$ cat src/rtl/alu_pkg.sv
// Shared types for the multi-cycle ALU: opcode and FSM state encodings,
// plus the opcode legality check used at accept time.
package alu_pkg;

   localparam int unsigned OP_W = 3;

   typedef enum logic [OP_W-1:0] {
      NO_OP = 3'b000,
      ADD   = 3'b001,
      AND   = 3'b010,
      XOR   = 3'b011,
      MUL   = 3'b100
   } op_t;

   typedef enum logic {
      IDLE = 1'b0,
      BUSY = 1'b1
   } state_t;

   // Codes 101-111 have no operation behind them and raise err instead.
   function automatic logic is_legal_op(op_t op);
      logic legal;
      case (op)
         NO_OP, ADD, AND, XOR, MUL: legal = 1'b1;
         default:                   legal = 1'b0;
      endcase
      return legal;
   endfunction

endpackage

$ cat src/rtl/multi_cycle_alu.sv
// Start/done ALU with parametrised operand width and a multi-cycle multiply.
// Operands and opcode are captured on accept; the result is computed from the
// captured copies and registered at the terminal count, so every output is a
// flop and input changes while busy cannot disturb the in-flight operation.
module multi_cycle_alu
   import alu_pkg::*;
#(
   parameter int unsigned WIDTH       = 8,
   parameter int unsigned MUL_LATENCY = 3
) (
   input  logic                 clk,
   input  logic                 reset,
   input  logic [WIDTH-1:0]     A,
   input  logic [WIDTH-1:0]     B,
   input  logic [2:0]           op_code,
   input  logic                 start,
   output logic                 busy,
   output logic                 done,
   output logic                 err,
   output logic [2*WIDTH-1:0]   result
);

   localparam int unsigned       CNT_W    = $clog2(MUL_LATENCY + 1);
   localparam logic [CNT_W-1:0]  MUL_LOAD = CNT_W'(MUL_LATENCY - 1);
   localparam logic [CNT_W-1:0]  CNT_ONE  = CNT_W'(1);

   state_t               state_q, state_d;
   logic [CNT_W-1:0]     cnt_q, cnt_d;
   logic [WIDTH-1:0]     a_q, b_q;
   op_t                  op_q;
   op_t                  op_in;
   logic [2*WIDTH-1:0]   result_q, result_d;
   logic                 done_q;
   logic                 err_pend_q, err_q;
   logic                 accept, illegal, finish;

   logic [WIDTH:0]       sum;
   logic [2*WIDTH-1:0]   product;

   assign op_in   = op_t'(op_code);
   assign sum     = {1'b0, a_q} + {1'b0, b_q};
   assign product = {{WIDTH{1'b0}}, a_q} * {{WIDTH{1'b0}}, b_q};

   // State and latency counter registers.
   always_ff @(posedge clk or posedge reset) begin
      if (reset) begin
         state_q <= IDLE;
         cnt_q   <= '0;
      end else begin
         state_q <= state_d;
         cnt_q   <= cnt_d;
      end
   end

   // Next state: accept/reject in IDLE, count down in BUSY, finish at zero.
   always_comb begin
      state_d = state_q;
      cnt_d   = cnt_q;
      accept  = 1'b0;
      illegal = 1'b0;
      finish  = 1'b0;
      case (state_q)
         IDLE: begin
            if (start) begin
               if (is_legal_op(op_in)) begin
                  accept  = 1'b1;
                  cnt_d   = (op_in == MUL) ? MUL_LOAD : '0;
                  state_d = BUSY;
               end else begin
                  illegal = 1'b1;
               end
            end
         end
         BUSY: begin
            if (cnt_q != '0) begin
               cnt_d = cnt_q - CNT_ONE;
            end else begin
               finish  = 1'b1;
               state_d = IDLE;
            end
         end
         default: begin
            state_d = IDLE;
            cnt_d   = '0;
         end
      endcase
   end

   // Capture operands and opcode on accept only.
   always_ff @(posedge clk or posedge reset) begin
      if (reset) begin
         a_q  <= '0;
         b_q  <= '0;
         op_q <= NO_OP;
      end else if (accept) begin
         a_q  <= A;
         b_q  <= B;
         op_q <= op_in;
      end
   end

   // Result selection from the captured operands; no_op keeps the old value.
   always_comb begin
      result_d = result_q;
      case (op_q)
         ADD:     result_d = {{(WIDTH-1){1'b0}}, sum};
         AND:     result_d = {{WIDTH{1'b0}}, a_q & b_q};
         XOR:     result_d = {{WIDTH{1'b0}}, a_q ^ b_q};
         MUL:     result_d = product;
         default: result_d = result_q;
      endcase
   end

   // Registered outputs: result/done at terminal count, err one cycle late.
   // err goes through a pending stage so it lands one edge after the
   // rejected start, matching the done timing of a single-cycle op.
   always_ff @(posedge clk or posedge reset) begin
      if (reset) begin
         result_q   <= '0;
         done_q     <= 1'b0;
         err_pend_q <= 1'b0;
         err_q      <= 1'b0;
      end else begin
         done_q     <= finish;
         err_pend_q <= illegal;
         err_q      <= err_pend_q;
         if (finish) begin
            result_q <= result_d;
         end
      end
   end

   assign busy   = (state_q == BUSY);
   assign done   = done_q;
   assign err    = err_q;
   assign result = result_q;

endmodule

$ cat config.mk
export PLATFORM = sky130hd
export DESIGN_NAME = multi_cycle_alu
export DESIGN_NICKNAME = d
export VERILOG_FILES = /design/src/rtl/alu_pkg.sv /design/src/rtl/multi_cycle_alu.sv
export SDC_FILE = /design/constraint.sdc
export NUM_CORES = 1
export LEC_CHECK = 0
export ABC_AREA = 0
export CORE_ASPECT_RATIO = 0.6
export CORE_MARGIN = 1
export CORE_UTILIZATION = 63
export DETAILED_ROUTE_END_ITERATION = 7
export GPL_TIMING_DRIVEN = 0
export HOLD_SLACK_MARGIN = 0.05
export PLACE_DENSITY = 0.87
export SYNTH_ARGS = -nofsm -noshare
export SYNTH_HDL_FRONTEND = slang
export SYNTH_SLANG_ARGS = --single-unit
$ cat constraint.sdc
create_clock -name clk -period 12.9 [get_ports clk]
set_input_delay 2.58 -clock clk [delete_from_list [all_inputs] [get_ports clk]]
set_output_delay 2.58 -clock clk [all_outputs]
set_load 0.1 [all_outputs]
==> impl_metrics.xml <==
<?xml version="1.0" encoding="UTF-8"?>
<metrics>
  <group name="layout">
    <metric name="final_layout_size_suffix_gt1_share" unit="%">8.58</metric>
    <metric name="synthToLayoutAreaGrowth" unit="%">14.4</metric>
    <metric name="antenna-diode-count" unit="">0</metric>
    <metric name="fin_nets" unit="">581</metric>
    <metric name="fillCellCount" unit="">469</metric>
  </group>
  <group name="floorplanning">
    <metric name="die_x" unit="um">107</metric>
    <metric name="die_h" unit="um">65.1</metric>
    <metric name="floorplan.die_area" unit="um^2">6970</metric>
    <metric name="io_pins" unit="">41</metric>
    <metric name="fp-row-count" unit="">22</metric>
    <metric name="core_region_area" unit="um^2">6250</metric>
    <metric name="initial_core_util" unit="%">66.8</metric>
  </group>
  <group name="place">
    <metric name="portBuffers" unit="">40</metric>
    <metric name="place.detailed.hpwl" unit="um">8070</metric>
    <metric name="gpl.final_weighted_congestion" unit="">0.948</metric>
  </group>
  <group name="critical_path">
    <metric name="endpoint_kind" unit="">flip-flop</metric>
    <metric name="crit_fanout" unit="">9</metric>
    <metric name="timing.setup.critical_path_class" unit="">flip-flop to flip-flop</metric>
    <metric name="timing.rr.start" unit="">b_q[7]$_DFFE_PP0P_</metric>
    <metric name="arrival" unit="ns">4.97</metric>
    <metric name="worst_r2r_path_depth" unit="">14</metric>
    <metric name="setup.reg_to_reg.worst_slack" unit="ns">8.18</metric>
    <metric name="crit-reg2reg-capture" unit="">result[13]$_DFFE_PP0P_</metric>
    <metric name="crit_path_end" unit="">result[13]$_DFFE_PP0P_</metric>
    <metric name="worst_setup_path_start_kind" unit="">flip-flop</metric>
    <metric name="cp-startpoint" unit="">b_q[7]$_DFFE_PP0P_</metric>
    <metric name="crit_path_required_time" unit="ns">13.15</metric>
  </group>
  <group name="yosys">
    <metric name="dominantRegCellSynth" unit="">sky130_fd_sc_hd__dfrtp_1</metric>
    <metric name="synth.yosys.warnings" unit="">0</metric>
    <metric name="synth_largest_type_area_fraction" unit="%">24.6</metric>
    <metric name="synth_top_cells_by_count" unit="">60 x sky130_fd_sc_hd__inv_1, 45 x sky130_fd_sc_hd__and2_1, 45 x sky130_fd_sc_hd__ha_1</metric>
    <metric name="netlist_top_cells_area" unit="">sky130_fd_sc_hd__dfrtp_1 25%, sky130_fd_sc_hd__fa_1 18%, sky130_fd_sc_hd__ha_1 13%</metric>
    <metric name="most_repeated_cell_in_the_gate_level_netlist_after_synthesis" unit="">sky130_fd_sc_hd__inv_1</metric>
    <metric name="yosysUniqueCellTypes" unit="">54</metric>
    <metric name="synth-seq-cells" unit="">41</metric>
    <metric name="synth_edf_count" unit="">0</metric>
    <metric name="synth.avg_cell_area" unit="um^2">9.71</metric>
    <metric name="synthCells" unit="">430</metric>
    <metric name="part_of_the_yosys_area_used_for_sequential_elements" unit="%">24.6</metric>
    <metric name="async_reset_ff_share" unit="%">100</metric>
    <metric name="mappedNetlistNets" unit="">534</metric>
    <metric name="post_synth_instance_area" unit="um^2">4170</metric>
    <metric name="synth_top_cell_by_area" unit="">sky130_fd_sc_hd__dfrtp_1</metric>
  </group>
  <group name="routing">
    <metric name="drt_first_pass_iters" unit="">5</metric>
    <metric name="met3_wirelength_from_detailed_routing" unit="um">732</metric>
    <metric name="drt_iter0_markers" unit="">265</metric>
    <metric name="ant_nets" unit="">0</metric>
    <metric name="routed-wl-met2" unit="um">4670</metric>
    <metric name="highest-signal-layer" unit="">met4</metric>
    <metric name="wire_length_the_detailed_router_placed_on_met1" unit="um">4650</metric>
    <metric name="post_drt_via_cell_ratio" unit="">6.13</metric>
    <metric name="route.detailed.wl_per_inst" unit="um">18.3</metric>
    <metric name="route.vias.total" unit="">3447</metric>
    <metric name="routed_wirelength" unit="um">10300</metric>
    <metric name="drt_drc_violations_left" unit="">0</metric>
  </group>
  <group name="global_route">
    <metric name="grt_overflow_total" unit="">0</metric>
    <metric name="grt_antenna_before_repair" unit="">0</metric>
    <metric name="grt_max_degree" unit="">42</metric>
    <metric name="grt_pass1_vias" unit="">3371</metric>
    <metric name="grt_pass1_wl" unit="um">16600</metric>
    <metric name="grt_usage" unit="%">32.0</metric>
  </group>
  <group name="sta">
    <metric name="fin_crit_sh" unit="%">36.6</metric>
    <metric name="finalHoldViolations" unit="">0</metric>
    <metric name="min_period" unit="ns">4.72</metric>
    <metric name="final_count_of_negative_setup_slack_endpoints" unit="">0</metric>
    <metric name="max-slew-margin-rel" unit="%">34.1</metric>
    <metric name="timing_max_transition_violations_final" unit="">0</metric>
    <metric name="rsz_0062_raised_after_global_routing" unit="">no</metric>
    <metric name="worst_pin_slew" unit="ns">0.986</metric>
    <metric name="fmax" unit="MHz">212</metric>
    <metric name="finalClockSkew" unit="ns">0.00675</metric>
    <metric name="final.setup.tns" unit="ns">0</metric>
  </group>
  <group name="cts">
    <metric name="tritoncts_num_sinks" unit="">41</metric>
    <metric name="post_cts_resized" unit="">0</metric>
    <metric name="cts_tree" unit="">yes</metric>
    <metric name="cts.hold.buffers_added" unit="">0</metric>
    <metric name="clock_path_buffers" unit="">2</metric>
    <metric name="postCtsSetupRepairBufs" unit="">0</metric>
    <metric name="cts.root.buffer_cell" unit="">sky130_fd_sc_hd__clkbuf_8</metric>
    <metric name="clk_latency" unit="ns">0.31</metric>
    <metric name="htree_levels" unit="">2</metric>
    <metric name="cts.clk_slew.worst_paths" unit="ns">0.09</metric>
    <metric name="cts_made_buffers" unit="">5</metric>
  </group>
  <group name="run">
    <metric name="drv_cap" unit="">0</metric>
  </group>
  <group name="worst_hold_path">
    <metric name="hold_wc_path_type" unit="">flip-flop to flip-flop</metric>
  </group>
  <group name="status">
    <metric name="outcome" unit="">finished, final reports clean</metric>
  </group>
</metrics>
## kinds of logic (layout without fill, tap and decap cells)
family | Yosys count | in the layout | synth area share, %
buffers and inverters | 65 | 113 | 6.09
xor gates and xnor gates | 8 | 8 | 1.68
adders and majority gates | 82 | 82 | 31.2
and+or+nand+nor | 129 | 129 | 16.1
muxes | 27 | 27 | 7.10
AOI/OAI and AO/OA | 78 | 78 | 13.2
DFF | 41 | 41 | 24.6
## placed cells by master (no fill, tap or decap), drive strengths merged, types with 6 or more instances in the layout
cell type and n:
inv 61, and2 45, ha 45, dfrtp 41
clkdlybuf4s50 40, fa 37, nand2 37, o21ai 23
nor2 22, mux2 21, a21oi 9, clkbuf 7
mux2i 6, a21o 6, xor2 6, a211oi 6
## per-layer routing
| layer | vias up | global-route usage [%] |
|---|---|---|
| met3 | 26 | 5.23 |
| met5 | - | 0 |
| met4 | 0 | 11.0 |
| met2 | 143 | 51.9 |
| li1 | 1552 | - |
| met1 | 1726 | 43.9 |
## stage by stage
stage          instance area, um^2  setup WS (ns)  util (%)  hold WS (ns)  instances
6_report                      4770           8.18      76.4         0.357        562
5_1_grt                       4770           8.02      76.4         0.361        562
4_1_cts                       4770           8.25      76.4         0.356        562
3_5_place_dp                  4680           8.28      74.9         0.336        554
3_3_place_gp                  4680           8.44      74.9         0.334        554
2_1_floorplan                 4170           8.84         -         0.331        430
## area by class of cell
| class | count | area (um^2) | area share (%) |
|---|---|---|---|
| plain buffers | 5 | 28.8 | 0.603 |
| repair buffers | 40 | 400 | 8.39 |
| clock inverters | 3 | 25.0 | 0.524 |
| clock buffers | 5 | 68.8 | 1.44 |
| multi-input cells | 324 | 2890 | 60.6 |
| inverters | 60 | 225 | 4.72 |
| flip-flops and latches | 41 | 1030 | 21.5 |
| well taps | 84 | 105 | 2.20 |
## critical path, cell delays in order, from the launching register on
cell	delay (ns)
sky130_fd_sc_hd__dfrtp_1	0.55
sky130_fd_sc_hd__nand2_1	0.14
sky130_fd_sc_hd__fa_1	0.52
sky130_fd_sc_hd__fa_1	0.55
sky130_fd_sc_hd__inv_1	0.06
sky130_fd_sc_hd__fa_1	0.55
sky130_fd_sc_hd__inv_1	0.06
sky130_fd_sc_hd__fa_1	0.53
sky130_fd_sc_hd__inv_1	0.04
sky130_fd_sc_hd__ha_1	0.37
sky130_fd_sc_hd__o21ai_0	0.14
sky130_fd_sc_hd__o21bai_1	0.38
sky130_fd_sc_hd__a311oi_2	0.22
sky130_fd_sc_hd__or4_1	0.44
sky130_fd_sc_hd__nand3_1	0.10
## how the worst min path moves through the flow
stage                         startpoint       endpoint  slack, ns  depth (start not counted)
global route        err_pend_q$_DFF_PP0_  err$_DFF_PP0_       0.36                          0
floorplan           err_pend_q$_DFF_PP0_  err$_DFF_PP0_       0.33                          0
CTS                 err_pend_q$_DFF_PP0_  err$_DFF_PP0_       0.36                          0
detailed placement  err_pend_q$_DFF_PP0_  err$_DFF_PP0_       0.34                          0
global placement    err_pend_q$_DFF_PP0_  err$_DFF_PP0_       0.33                          0
finish              err_pend_q$_DFF_PP0_  err$_DFF_PP0_       0.36                          0
## flip-flops by register name, indices dropped and copies added, names as in the netlist
| register | count |
|---|---|
| done | 1 |
| err_pend_q | 1 |
| err | 1 |
| busy | 1 |
| result | 16 |
| a_q | 8 |
| op_q | 3 |
| cnt_q | 2 |
| b_q | 8 |
Power is left out: the tool's default activity adds up to more than one toggle a clock period on the data nets, which glitch-free logic cannot reach.
